$ cat src/rtl/fsmc_master.sv
// fsmc_master: single-beat async bus master, PRG space on ne1 and CHR space on ne2.
// Optional nwait timeout is compiled in with `define FSMC_MASTER_WAIT_TIMEOUT_EN.
module fsmc_master #(
   parameter int unsigned SETUP_CYCLES   = 2,
   parameter int unsigned STROBE_CYCLES  = 4,
   parameter int unsigned HOLD_CYCLES    = 2,
   parameter int unsigned TIMEOUT_CYCLES = 255
) (
   input  logic        master_clock,
   input  logic        nrst,
   input  logic        cmd_valid,
   output logic        cmd_ready,
   input  logic        cmd_write,
   input  logic        cmd_chr,
   input  logic [15:0] cmd_addr,
   input  logic [7:0]  cmd_wdata,
   output logic        rsp_valid,
   output logic [7:0]  rsp_rdata,
   output logic        rsp_error,
   output logic        ne1,
   output logic        ne2,
   output logic        noe,
   output logic        nwe,
   output logic [15:0] addr,
   output logic [7:0]  data_out,
   output logic        data_oe,
   input  logic [7:0]  data_in,
   input  logic        nwait
);

   typedef enum logic [2:0] {
      ST_IDLE,
      ST_SETUP,
      ST_STROBE,
      ST_HOLD,
      ST_DONE
   } state_t;

   localparam logic [7:0] LP_SETUP  = 8'(SETUP_CYCLES);
   localparam logic [7:0] LP_STROBE = 8'(STROBE_CYCLES);
   localparam logic [7:0] LP_HOLD   = 8'(HOLD_CYCLES);

   state_t      r_state;
   state_t      w_next;
   logic [7:0]  r_cnt;
   logic [7:0]  w_cnt_nxt;
   logic [7:0]  w_cnt_inc;
   logic [15:0] r_addr;
   logic [7:0]  r_wdata;
   logic [7:0]  r_rdata;
   logic        r_write;
   logic        r_chr;
   logic        r_armed;
   logic        r_nw1;
   logic        r_nw2;
   logic        w_nwait_s;
   logic        w_accept;
   logic        w_strobe_end;
   logic        w_capture;
   logic        w_busy;

`ifdef FSMC_MASTER_WAIT_TIMEOUT_EN
   localparam logic [7:0] LP_TO = 8'(TIMEOUT_CYCLES);
   logic [7:0] r_wcnt;
   logic [7:0] w_wcnt_nxt;
   logic       r_err;
   logic       w_timeout;
`endif

   assign w_nwait_s = r_nw2;
   assign w_cnt_inc = (r_cnt == 8'hFF) ? r_cnt : r_cnt + 8'd1;

   always_ff @(posedge master_clock or negedge nrst) begin
      if (!nrst) begin
         r_state <= ST_IDLE;
      end else begin
         r_state <= w_next;
      end
   end

   always_comb begin
      w_next       = r_state;
      w_cnt_nxt    = w_cnt_inc;
      w_accept     = 1'b0;
      w_strobe_end = 1'b0;
`ifdef FSMC_MASTER_WAIT_TIMEOUT_EN
      w_timeout    = 1'b0;
      w_wcnt_nxt   = 8'd0;
`endif
      unique case (r_state)
         ST_IDLE: begin
            w_cnt_nxt = 8'd1;
            if (cmd_valid && r_armed) begin
               w_accept = 1'b1;
               w_next   = ST_SETUP;
            end
         end
         ST_SETUP: begin
            if (r_cnt >= LP_SETUP) begin
               w_next    = ST_STROBE;
               w_cnt_nxt = 8'd1;
            end
         end
         ST_STROBE: begin
`ifdef FSMC_MASTER_WAIT_TIMEOUT_EN
            w_wcnt_nxt = r_wcnt;
`endif
            if (r_cnt >= LP_STROBE) begin
               if (w_nwait_s) w_strobe_end = 1'b1;
`ifdef FSMC_MASTER_WAIT_TIMEOUT_EN
               else if (r_wcnt >= LP_TO) begin
                  w_strobe_end = 1'b1;
                  w_timeout    = 1'b1;
               end else if (r_wcnt != 8'hFF) begin
                  w_wcnt_nxt = r_wcnt + 8'd1;
               end
`endif
            end
            if (w_strobe_end) begin
               w_next    = ST_HOLD;
               w_cnt_nxt = 8'd1;
            end
         end
         ST_HOLD: begin
            if (r_cnt >= LP_HOLD) w_next = ST_DONE;
         end
         ST_DONE: w_next = ST_IDLE;
         default: w_next = ST_IDLE;
      endcase
   end

`ifdef FSMC_MASTER_WAIT_TIMEOUT_EN
   assign w_capture = w_strobe_end && !r_write && !w_timeout;
`else
   assign w_capture = w_strobe_end && !r_write;
`endif

   always_ff @(posedge master_clock or negedge nrst) begin
      if (!nrst) begin
         r_cnt   <= 8'd0;
         r_addr  <= 16'd0;
         r_wdata <= 8'd0;
         r_rdata <= 8'd0;
         r_write <= 1'b0;
         r_chr   <= 1'b0;
         r_armed <= 1'b0;
         r_nw1   <= 1'b1;
         r_nw2   <= 1'b1;
`ifdef FSMC_MASTER_WAIT_TIMEOUT_EN
         r_wcnt  <= 8'd0;
         r_err   <= 1'b0;
`endif
      end else begin
         r_cnt   <= w_cnt_nxt;
         r_armed <= 1'b1;
         r_nw1   <= nwait;
         r_nw2   <= r_nw1;
         if (w_accept) begin
            r_addr  <= cmd_addr;
            r_wdata <= cmd_wdata;
            r_write <= cmd_write;
            r_chr   <= cmd_chr;
         end
         if (w_capture) r_rdata <= data_in;
`ifdef FSMC_MASTER_WAIT_TIMEOUT_EN
         r_wcnt <= w_wcnt_nxt;
         if (w_accept) r_err <= 1'b0;
         else if (w_timeout) r_err <= 1'b1;
`endif
      end
   end

   assign w_busy    = (r_state == ST_SETUP) || (r_state == ST_STROBE) ||
                      (r_state == ST_HOLD);
   assign ne1       = !(w_busy && !r_chr);
   assign ne2       = !(w_busy && r_chr);
   assign noe       = !((r_state == ST_STROBE) && !r_write);
   assign nwe       = !((r_state == ST_STROBE) && r_write);
   assign data_oe   = w_busy && r_write;
   assign rsp_valid = (r_state == ST_DONE);
   assign cmd_ready = (r_state == ST_IDLE) && r_armed;
   assign addr      = r_addr;
   assign data_out  = r_wdata;
   assign rsp_rdata = r_rdata;

`ifdef FSMC_MASTER_WAIT_TIMEOUT_EN
   assign rsp_error = (r_state == ST_DONE) && r_err;
`else
   // No timeout hardware: the parameter is kept only so both builds share one port/param list.
   localparam bit LP_TO_KEEP = (TIMEOUT_CYCLES > 0);
   assign rsp_error = LP_TO_KEEP & 1'b0;
`endif

endmodule

$ cat config.mk
export PLATFORM = sky130hd
export DESIGN_NAME = fsmc_master
export DESIGN_NICKNAME = d
export VERILOG_FILES = /design/src/rtl/fsmc_master.sv
export SDC_FILE = /design/constraint.sdc
export NUM_CORES = 1
export LEC_CHECK = 0
export ABC_AREA = 1
export BUFFER_PORTS_ARGS = -buffer_cell sky130_fd_sc_hd__buf_2
export CAP_MARGIN = 0
export CORE_MARGIN = 2
export CORE_UTILIZATION = 40
export DETAILED_ROUTE_END_ITERATION = 8
export PLACE_DENSITY = 0.78
export SYNTH_ARGS = -nofsm -noshare
export SYNTH_HDL_FRONTEND = slang
export SYNTH_SLANG_ARGS = --single-unit
$ cat constraint.sdc
create_clock -name master_clock -period 1.7 [get_ports master_clock]
set_input_delay 0.085 -clock master_clock [delete_from_list [all_inputs] [get_ports master_clock]]
set_output_delay 0.085 -clock master_clock [all_outputs]
set_load 0.01 [all_outputs]
# [Word-level counts from Yosys, hierarchy flattened]
# Index checks and enable logic that the tools add are counted.
[word_totals] output_inout_bits=40 word_cells=55 regBits=48
[classes] n_lt_le_gt_ge=2 reduce_logical=18 n_eq_ne=9 n_mux=15 n_addsub=1
[ops] cell="2-to-1 mux 8 bit" n=3
[ops] cell="case mux 8 bit (3 select lines)" n=1
[ops] cell="2-to-1 mux 3 bit" n=4
[ops] cell="case mux 3 bit (4 select lines)" n=1
[ops] cell="adder 8 x 1 -> 8 bit, second input constant" n=1
[ops] cell="== test 8 bit, second input constant" n=1
[ops] cell=">= comparator 8 x 2 -> 1 bit, second input constant" n=1
[ops] cell=">= comparator 8 x 3 -> 1 bit, second input constant" n=1
[ops] cell="logical AND 1 bit" n=8
[ops] cell="== test 3 x 2 -> 1 bit, second input constant" n=2
[ops] cell="logical NOT 1 bit" n=6
[ops] cell="2-to-1 mux 1 bit" n=6
[ops] cell="inequality test 2 bit, second input constant" n=3
[ops] cell="AND reduction 4 bit" n=1
[ops] cell="== test 3 x 1 -> 1 bit, second input constant" n=1
[ops] cell="== test 3 bit, second input constant" n=1
[ops] cell="logical NOT 3 bit" n=1
[ops] cell="logical OR 1 bit" n=2
[ops] cell="inequality test 2 x 1 -> 1 bit, second input constant" n=1

# [Depth between registers and ports, before layout]
# Gate-level depths: netlist (run 1).
[depth] depth_word=5 ltp_mapped=9

# [Least setup slack after synthesis (run 1)]
# No wires, ideal clock.
[synth_path] path_type="flip-flop to flip-flop" start="register r_cnt[0]" end="register r_cnt[1]" t_arrival_ps=1221 period_less_slack_ps=1333 path_buffers=0 path_stages_with_launch=9 setup_ps=113 path_slack_ps=367 t_required_ps=1587 path_cell_list="dfrtp_1 > ha_1 > inv_1 > nor2_1 > nand2_1 > o21ai_0 > inv_2 > nand2_1 > inv_1"
[synth_via] elab_chain_len=5 word_cells_on_any_way=10 cone_classes="add/sub (1); order compare (2); eq/ne (1); mux (6)"
[synth_lines] item="start: declaration" line_no="45" rtl="logic [7:0] r_cnt;"
[synth_lines] item="start signal: assignment" line_no="154" rtl="r_cnt <= w_cnt_nxt;"
[synth_lines] item=">= comparator 8 x 3 -> 1 bit" line_no="108" rtl="if (r_cnt >= LP_STROBE) begin"
[synth_lines] item="2-to-1 mux 1 bit" line_no="108"
[synth_lines] item="2-to-1 mux 1 bit" line_no="90" rtl="unique case (r_state)"
[synth_lines] item="2-to-1 mux 8 bit" line_no="119" rtl="if (w_strobe_end) begin"
[synth_lines] item="case mux 8 bit (3 select lines) *" line_no="90"
[synth_lines] item="named net w_cnt_nxt[1]" line_no="46" rtl="logic [7:0] w_cnt_nxt;"
# Mark *: on every way through the listed nets, which the timed path passes. The rest lies on a longest branch. The select of a mux whose other input is x is not followed.
# A chain may end at the register's enable or synchronous reset.

# [Final worst setup path (run 1)]
[layout_path] start="register r_state[0]" end="output cmd_ready"
[layout_via] elab_chain_len=2
[layout_lines] item="start: declaration" line_no="43" rtl="state_t r_state;"
[layout_lines] item="start signal: assignment" line_no="77" rtl="r_state <= w_next;"
[layout_lines] item="logical NOT 3 bit" line_no="181" rtl="assign cmd_ready = (r_state == ST_IDLE) && r_armed;"
[layout_lines] item="logical AND 1 bit" line_no="181"
[layout_lines] item="end: declaration" line_no="12" rtl="output logic cmd_ready,"
# Every way passes these cells.

==> results of run 1 <==
==> cells in the final DEF (no fill, tap or decap), types with 2 or more instances in the layout <==
| master | count |
|---|---|
| nor2_1 | 17 |
| dfrtp_1 | 45 |
| clkbuf_8 | 6 |
| o21ai_2 | 8 |
| ha_1 | 2 |
| nand2_2 | 4 |
| buf_4 | 2 |
| dlygate4sd3_1 | 4 |
| inv_2 | 7 |
| nand3_1 | 31 |
| nor3_1 | 2 |
| a21oi_1 | 3 |
| nand3b_1 | 2 |
| nor2_2 | 2 |
| nand2_1 | 90 |
| nor2_4 | 2 |
| xor2_1 | 3 |
| nand4_1 | 2 |
| inv_1 | 25 |
| conb_1 | 2 |
| buf_2 | 76 |
| dfstp_2 | 2 |
| o21ai_0 | 5 |
==> power breakdown <==
| part | internal (W) | switching, W |
|---|---|---|
| registers | 0.00157 | 0.000270 |
| clock network | 0.000481 | 0.000379 |
| logic | 0.000830 | 0.00127 |
| total | 0.00288 | 0.00192 |
==> layer usage <==
layer / up-vias / track usage / routed length (um)
met5: - / 0 / 0
met4: 0 / 0.0603 / 55
met3: 5 / 0.0475 / 292
met2: 64 / 0.289 / 2500
met1: 906 / 0.182 / 2120
li1: 990 / - / -
==> area by class of cell <==
cell class	instances	area (um^2)
inverters	32	120
repair buffers	84	480
clock inverters	2	38.8
multi-input cells	181	897
flip-flops and latches	48	1200
fillers	526	2590
clock buffers	6	82.6
well taps	72	90.1
==> logic make-up after synthesis <==
kind of cell | after synthesis | synth area share
xor gates and xnor gates | 4 | 0.0153
buffers and inverters | 41 | 0.0826
AOI/OAI and AO/OA | 16 | 0.0481
and+or+nand+nor | 157 | 0.313
adders and majority gates | 2 | 0.0109
other | 2 | 0.00328
DFF | 48 | 0.526
==> repair_timing <==
action                                  CTS  global route
gates cloned                              0             1
resized for setup                         1             4
endpoints found under the setup margin    1             2
pin swaps                                 0             0
endpoints found under the hold margin    49             0
hold buffers                              4             0
==> per-stage QoR <==
stage | hold WS, ns | util | cell area (um^2)
after CTS | 0.000112 | 0.522 | 2880
after global routing | 0.00379 | 0.529 | 2910
final | 0.00653 | 0.529 | 2910
after detailed placement | 0.194 | 0.492 | 2710
after floorplan | -0.211 | - | 2290
after global placement | 0.193 | 0.492 | 2710
==> state kept, by name (all words and copies together) (netlist names) <==
name,flops
addr,16
data_out,8
r_armed,1
r_chr,1
r_cnt,8
r_nw1,1
r_nw2,1
r_state,3
r_write,1
rsp_rdata,8
==> worst paths after layout <==
path	cells past startpoint	slack [ns]	endpoint
min in group asynchronous	3	0.40	r_cnt[2]$_DFF_PN0_
setup reg to reg	8	0.20	r_cnt[0]$_DFF_PN0_
hold reg to reg	0	0.36	r_nw2$_DFF_PN1_
setup / recovery	7	0.10	cmd_ready
max in group asynchronous	3	0.84	r_state[0]$_DFFE_PN0P_
hold / removal	3	0.007	addr[9]$_DFFE_PN0P_
==> worst reg2reg max path, stage by stage (launching register included) <==
cell,delay [ns]
dfrtp_1,0.39
ha_1,0.20
inv_1,0.06
nor2_1,0.22
nand2_2,0.16
nand2_1,0.13
nand3_1,0.07
nand2_1,0.07
nand4_1,0.09
==> results_dict.tcl, run 1 <==
set metrics [dict create \
    drt-initial-drc-count 87 \
    die_height_um 79.6 \
    post_layout_nonfiller_instances 425 \
    initial_utilization 0.415 \
    antenna_violating_nets_post_route 0 \
    timing.critical_path.buf_inv 4 \
    first_global_vias 1907 \
    syn_avg_cell_area_um2 8.47 \
    hold_violations 0 \
    setup_viol 0 \
    global_route.overflow_total 0 \
    hold_path.class "in -> reg" \
    synth-edff-count 0 \
    post-synth-top-count-cell "nand2_1" \
    syn-instance-count 270 \
    slew_at_the_pin_closest_to_its_max_slew_limit_ns 0.608 \
    port_buffers 76 \
    placed_cells_incl_taps 412 \
    power_leakage_nw 1.64 \
    grtUsageTotal 0.162 \
    synth_commonest_cells "nand2_1 (91), dfrtp_1 (46), nand3_1 (31)" \
    i_o_pins 78 \
    num_rows 27 \
    finalSetupTns_ns 0 \
    tritoncts.num_buffers 5 \
    clock_skew_ns 0.00980 \
    synth_cell_type_count 29 \
    die_area_um2 6340 \
    worstHoldStart "cmd_addr[9]" \
    path_cells "inv_2 -> nand2_2 -> nor2_2 -> inv_2 -> nor2_8 -> buf_12 -> buf_2" \
    power.density_cell_area_nw_per_um2 1640 \
    achievable-frequency_ghz 0.626 \
    critical-path-top-cell-by-count "inv_2" \
    crit_path_max_fanout 13 \
    dominant_synthesized_flop_cell "dfrtp_1" \
    ctsHtreeMaxLevel 2 \
    netlist_top_cells_area "dfrtp_1 (50%), nand2_1 (15%), nand3_1 (6.8%)" \
    fin_ws_ns 0.102 \
    vias_per_cell 4.62 \
    finalWeightedCongestion 0.849 \
    worst_path_max_delay_cell "dfrtp_2" \
    grt_start_max_net_pins 49 \
    share_of_the_cycle_needed_by_the_critical_path_after_routing 0.940 \
    ctsRootBufferMaster "clkbuf_8" \
    finish.net_count 392 \
    antennaDiodeCount 0 \
    syn_area_um2 2290 \
    path_delay_family "flip-flops" \
    first_drt_pass_iteration_count 6 \
    synth.top_cell.area_share 0.503 \
    status "finished clean" \
    clkLatencyLatePin_ns 0.30 \
    share_of_the_yosys_chip_area_belonging_to_registers 0.526 \
    drive_gt1_frac 0.337 \
    grt_first_pass_wirelength_mm 8.06 \
    wire_per_inst_um 11.7 \
    die_w_um 79.6 \
    detail_route.drc_violations 0 \
    cp.required_ns 1.62 \
    grt_antenna_before_repair 0 \
    crit-reg2reg-launch "r_cnt[0]$_DFF_PN0_" \
    tritoncts_num_sinks 48 \
    clockBufferDepth 2 \
    worst_ir_drop_vdd_uv 683 \
    report.final.slew_viol_count 0 \
    synth-async-reset-ratio 1.00 \
    synth_top_area_cell "dfrtp_1" \
    hpwlAfterDp_mm 3.47 \
    arrival_ns 1.51 \
    max_stage_delay_ns 0.44 \
    cts.repair_timing.setup_buffer_count 0 \
    postSynthRegisterBits 48 \
    crit_path_end_kind "primary output" \
    detailroute.via_count 1965 \
    rsz0062_at_grt "false" \
    slew_headroom 0.595 \
    max_cap_viol_count 0 \
    clock_tree_from_tritoncts "built" \
    core_area_um2 5510 \
    total_power_w 0.00479 \
    worst-setup-path-type "reg -> out" \
    areaGrowthSynthToFinish_pct 27.4 \
    worstSetupStartpoint "r_state[0]$_DFFE_PN0P_" \
    clk_transition_reported_paths_ns 0.09 \
    synth_warn 0 \
    startpoint_type "register" \
    postSynthNetCount 310 \
    min_period_ns 1.60 \
    dp_slack_ns 0.199 \
    route.final.wire_length_mm 4.97 \
]
Power figures use the tool's default switching activity.
==> inputs of run 2 (changes only) <==
Settings changed: CORE_MARGIN 2 to default.
==> run 2 against run 1 <==
Compared with the run above: clock power shrank 19%; final cell count is 0.71% lower; global-route usage barely moved; flip-flop and latch count is the same; design area is 1.9% lower; via count down 2.7%; core utilization is 1.0 points lower; critical path depth is the same; total power shrank 4.6%; first-iteration DRC count down 16%; die area decreased by 5.0%.
==> results_dict.tcl, run 2 (same netlist as run 1, synthesis figures left out) <==
set metrics [dict create \
    power.density_cell_area_nw_per_um2 1600 \
    max_stage_delay_ns 0.44 \
    report.final.slew_viol_count 0 \
    most_frequent_standard_cell_in_the_layout_excluding_fill_and_tap_cells "nand2_1" \
    grtUsageTotal 0.162 \
    largest_reg_flops 16 \
    slew_at_the_pin_closest_to_its_max_slew_limit_ns 0.511 \
    setup.reg_to_reg.worst_slack_ns 0.22 \
    crit_path_max_fanout 26 \
    slew_headroom 0.659 \
    power_report.internal_total_w 0.00270 \
    proportion_of_total_power_due_to_net_switching 0.410 \
    switching_power_w 0.00188 \
    clk_transition_reported_paths_ns 0.09 \
    worst_ir_drop_vdd_uv 700 \
    detail_route.drc_violations 0 \
    worst-setup-path-type "reg -> out" \
    power_frac_seq 0.403 \
    die_w_um 77.6 \
    cts.repair_timing.setup_buffer_count 0 \
    hold_violations 0 \
    achievable-frequency_ghz 0.625 \
    ctsRootBufferMaster "clkbuf_8" \
    critical-path-top-cell-by-count "inv_2" \
    global_route.overflow_total 0 \
    combinationalPowerShare 0.444 \
    wire_per_inst_um 10.8 \
    crit_path_end_kind "primary output" \
    share_clk_of_total_power 0.153 \
    antennaDiodeCount 0 \
    die_height_um 77.6 \
    wl_met3_um 212 \
    tritoncts.num_buffers 5 \
    drive_gt1_frac 0.334 \
    worst_path_max_delay_cell "dfrtp_2" \
    i_o_pins 78 \
    core_area_um2 5510 \
    setup_viol 0 \
    startpoint_type "register" \
    rsz0062_at_grt "false" \
    detail_route_met2_wl_mm 2.21 \
    endpoint "cmd_ready" \
    clock_skew_ns 0.00678 \
    power_leakage_nw 1.61 \
    die_area_um2 6020 \
    clock_tree_from_tritoncts "built" \
    grt_start_max_net_pins 29 \
    initial_utilization 0.415 \
    worstSetupStartpoint "r_state[0]$_DFFE_PN0P_" \
    arrival_ns 1.52 \
    n_fill_cell 533 \
    met1_length_mm 2.09 \
    grt_first_pass_wirelength_mm 7.69 \
    crit-reg2reg-launch "r_cnt[0]$_DFF_PN0_" \
    ctsHtreeMaxLevel 2 \
    path_cells "inv_2 -> nand2_2 -> nor2_4 -> inv_2 -> nor2_8 -> buf_12 -> buf_2" \
    first_drt_pass_iteration_count 4 \
    final_cell_area_um2 2860 \
    max_cap_viol_count 0 \
    vias_per_cell 4.53 \
    path_delay_family "buffers and inverters" \
    route.top_layer_used "met4" \
    drt-initial-drc-count 73 \
    hold_path.class "in -> reg" \
    cp.required_ns 1.62 \
    route.final.wire_length_mm 4.56 \
    detailroute.via_count 1911 \
    timing.critical_path.buf_inv 4 \
    status "finished clean" \
    first_global_vias 1801 \
    worst-r2r-cell-count 8 \
    clkLatencyLatePin_ns 0.29 \
    num_rows 27 \
    areaGrowthSynthToFinish_pct 25.0 \
    clockBufferDepth 2 \
    reg2reg_to "r_cnt[0]$_DFF_PN0_" \
    share_of_the_cycle_needed_by_the_critical_path_after_routing 0.942 \
    finalWeightedCongestion 0.875 \
    most-common-layout-cells "nand2_1 (90), buf_2 (76), dfrtp_1 (45), nand3_1 (31), inv_1 (25)" \
    crit_cells 7 \
    antenna_violating_nets_post_route 0 \
    grt_antenna_before_repair 0 \
    finalSetupTns_ns 0 \
    hpwlAfterDp_mm 3.40 \
    port_buffers 76 \
    tritoncts_num_sinks 48 \
    post_dp_cell_area_um2 2720 \
    finish.net_count 389 \
    min_period_ns 1.60 \
]
==> run 2: layer usage <==
layer / vias up / track usage
met1: 868 / 0.201
li1: 985 / -
met5: - / 0
met3: 4 / 0.0341
met2: 54 / 0.279
met4: 0 / 0.0566
==> run 2: cell type report <==
type,instances,area [um^2],share of cell area
Sequential cell,48,1200,0.421
Multi-Input combinational cell,181,902,0.316
Timing Repair Buffer,81,448,0.157
Inverter,32,120,0.0420
Tap cell,72,90.1,0.0315
Clock buffer,7,86.3,0.0302
Clock inverter,1,7.51,0.00263
==> run 2: worst min-delay path by stage <==
stage / start / to / cells after the start
after global routing: cmd_addr[3] / addr[3]$_DFFE_PN0P_ / 3
after global placement: nrst / r_cnt[1]$_DFF_PN0_ / 1
after CTS: cmd_addr[10] / addr[10]$_DFFE_PN0P_ / 3
after detailed placement: nrst / r_cnt[1]$_DFF_PN0_ / 1
after floorplan: nrst / addr[0]$_DFFE_PN0P_ / 0
final: cmd_addr[12] / addr[12]$_DFFE_PN0P_ / 3
==> run 2: metrics by stage <==
step                      power, W  utilization  cells  worst slack (ns)  hold slack [ns]
final                      0.00457        0.519    422            0.0990           0.0150
after global routing       0.00500        0.519    422           0.00817           0.0159
after CTS                  0.00460        0.516    422           0.00343          0.00592
after detailed placement   0.00387        0.495    412             0.204           0.0921
after global placement     0.00382        0.495    412             0.278           0.0893
after floorplan            0.00319            -    270             0.367           -0.211
==> run 2: worst register-to-register path, cell delays in order, from the launching register on <==
cell and delay (ns):
dfrtp_1 0.41, ha_1 0.21, inv_1 0.07, nor2_1 0.21
nand2_2 0.15, nand2_1 0.13, nand3_1 0.08, nand2_1 0.06
nand4_1 0.07
==> run 2: timing repair <==
action	CTS	global route
gates resized for setup	1	5
pin swaps	0	0
hold buffers	2	0
setup endpoints to repair	1	2
hold endpoints to repair	19	0
==> run 2: power groups by stage <==
stage / Clock, W / Combinational (W) / Sequential, W
after global routing: 0.000775 / 0.00233 / 0.00189
after floorplan: 0 / 0.00120 / 0.00199
after detailed placement: 0 / 0.00202 / 0.00185
after CTS: 0.000733 / 0.00203 / 0.00184
after global placement: 0 / 0.00197 / 0.00185
final: 0.000699 / 0.00203 / 0.00184
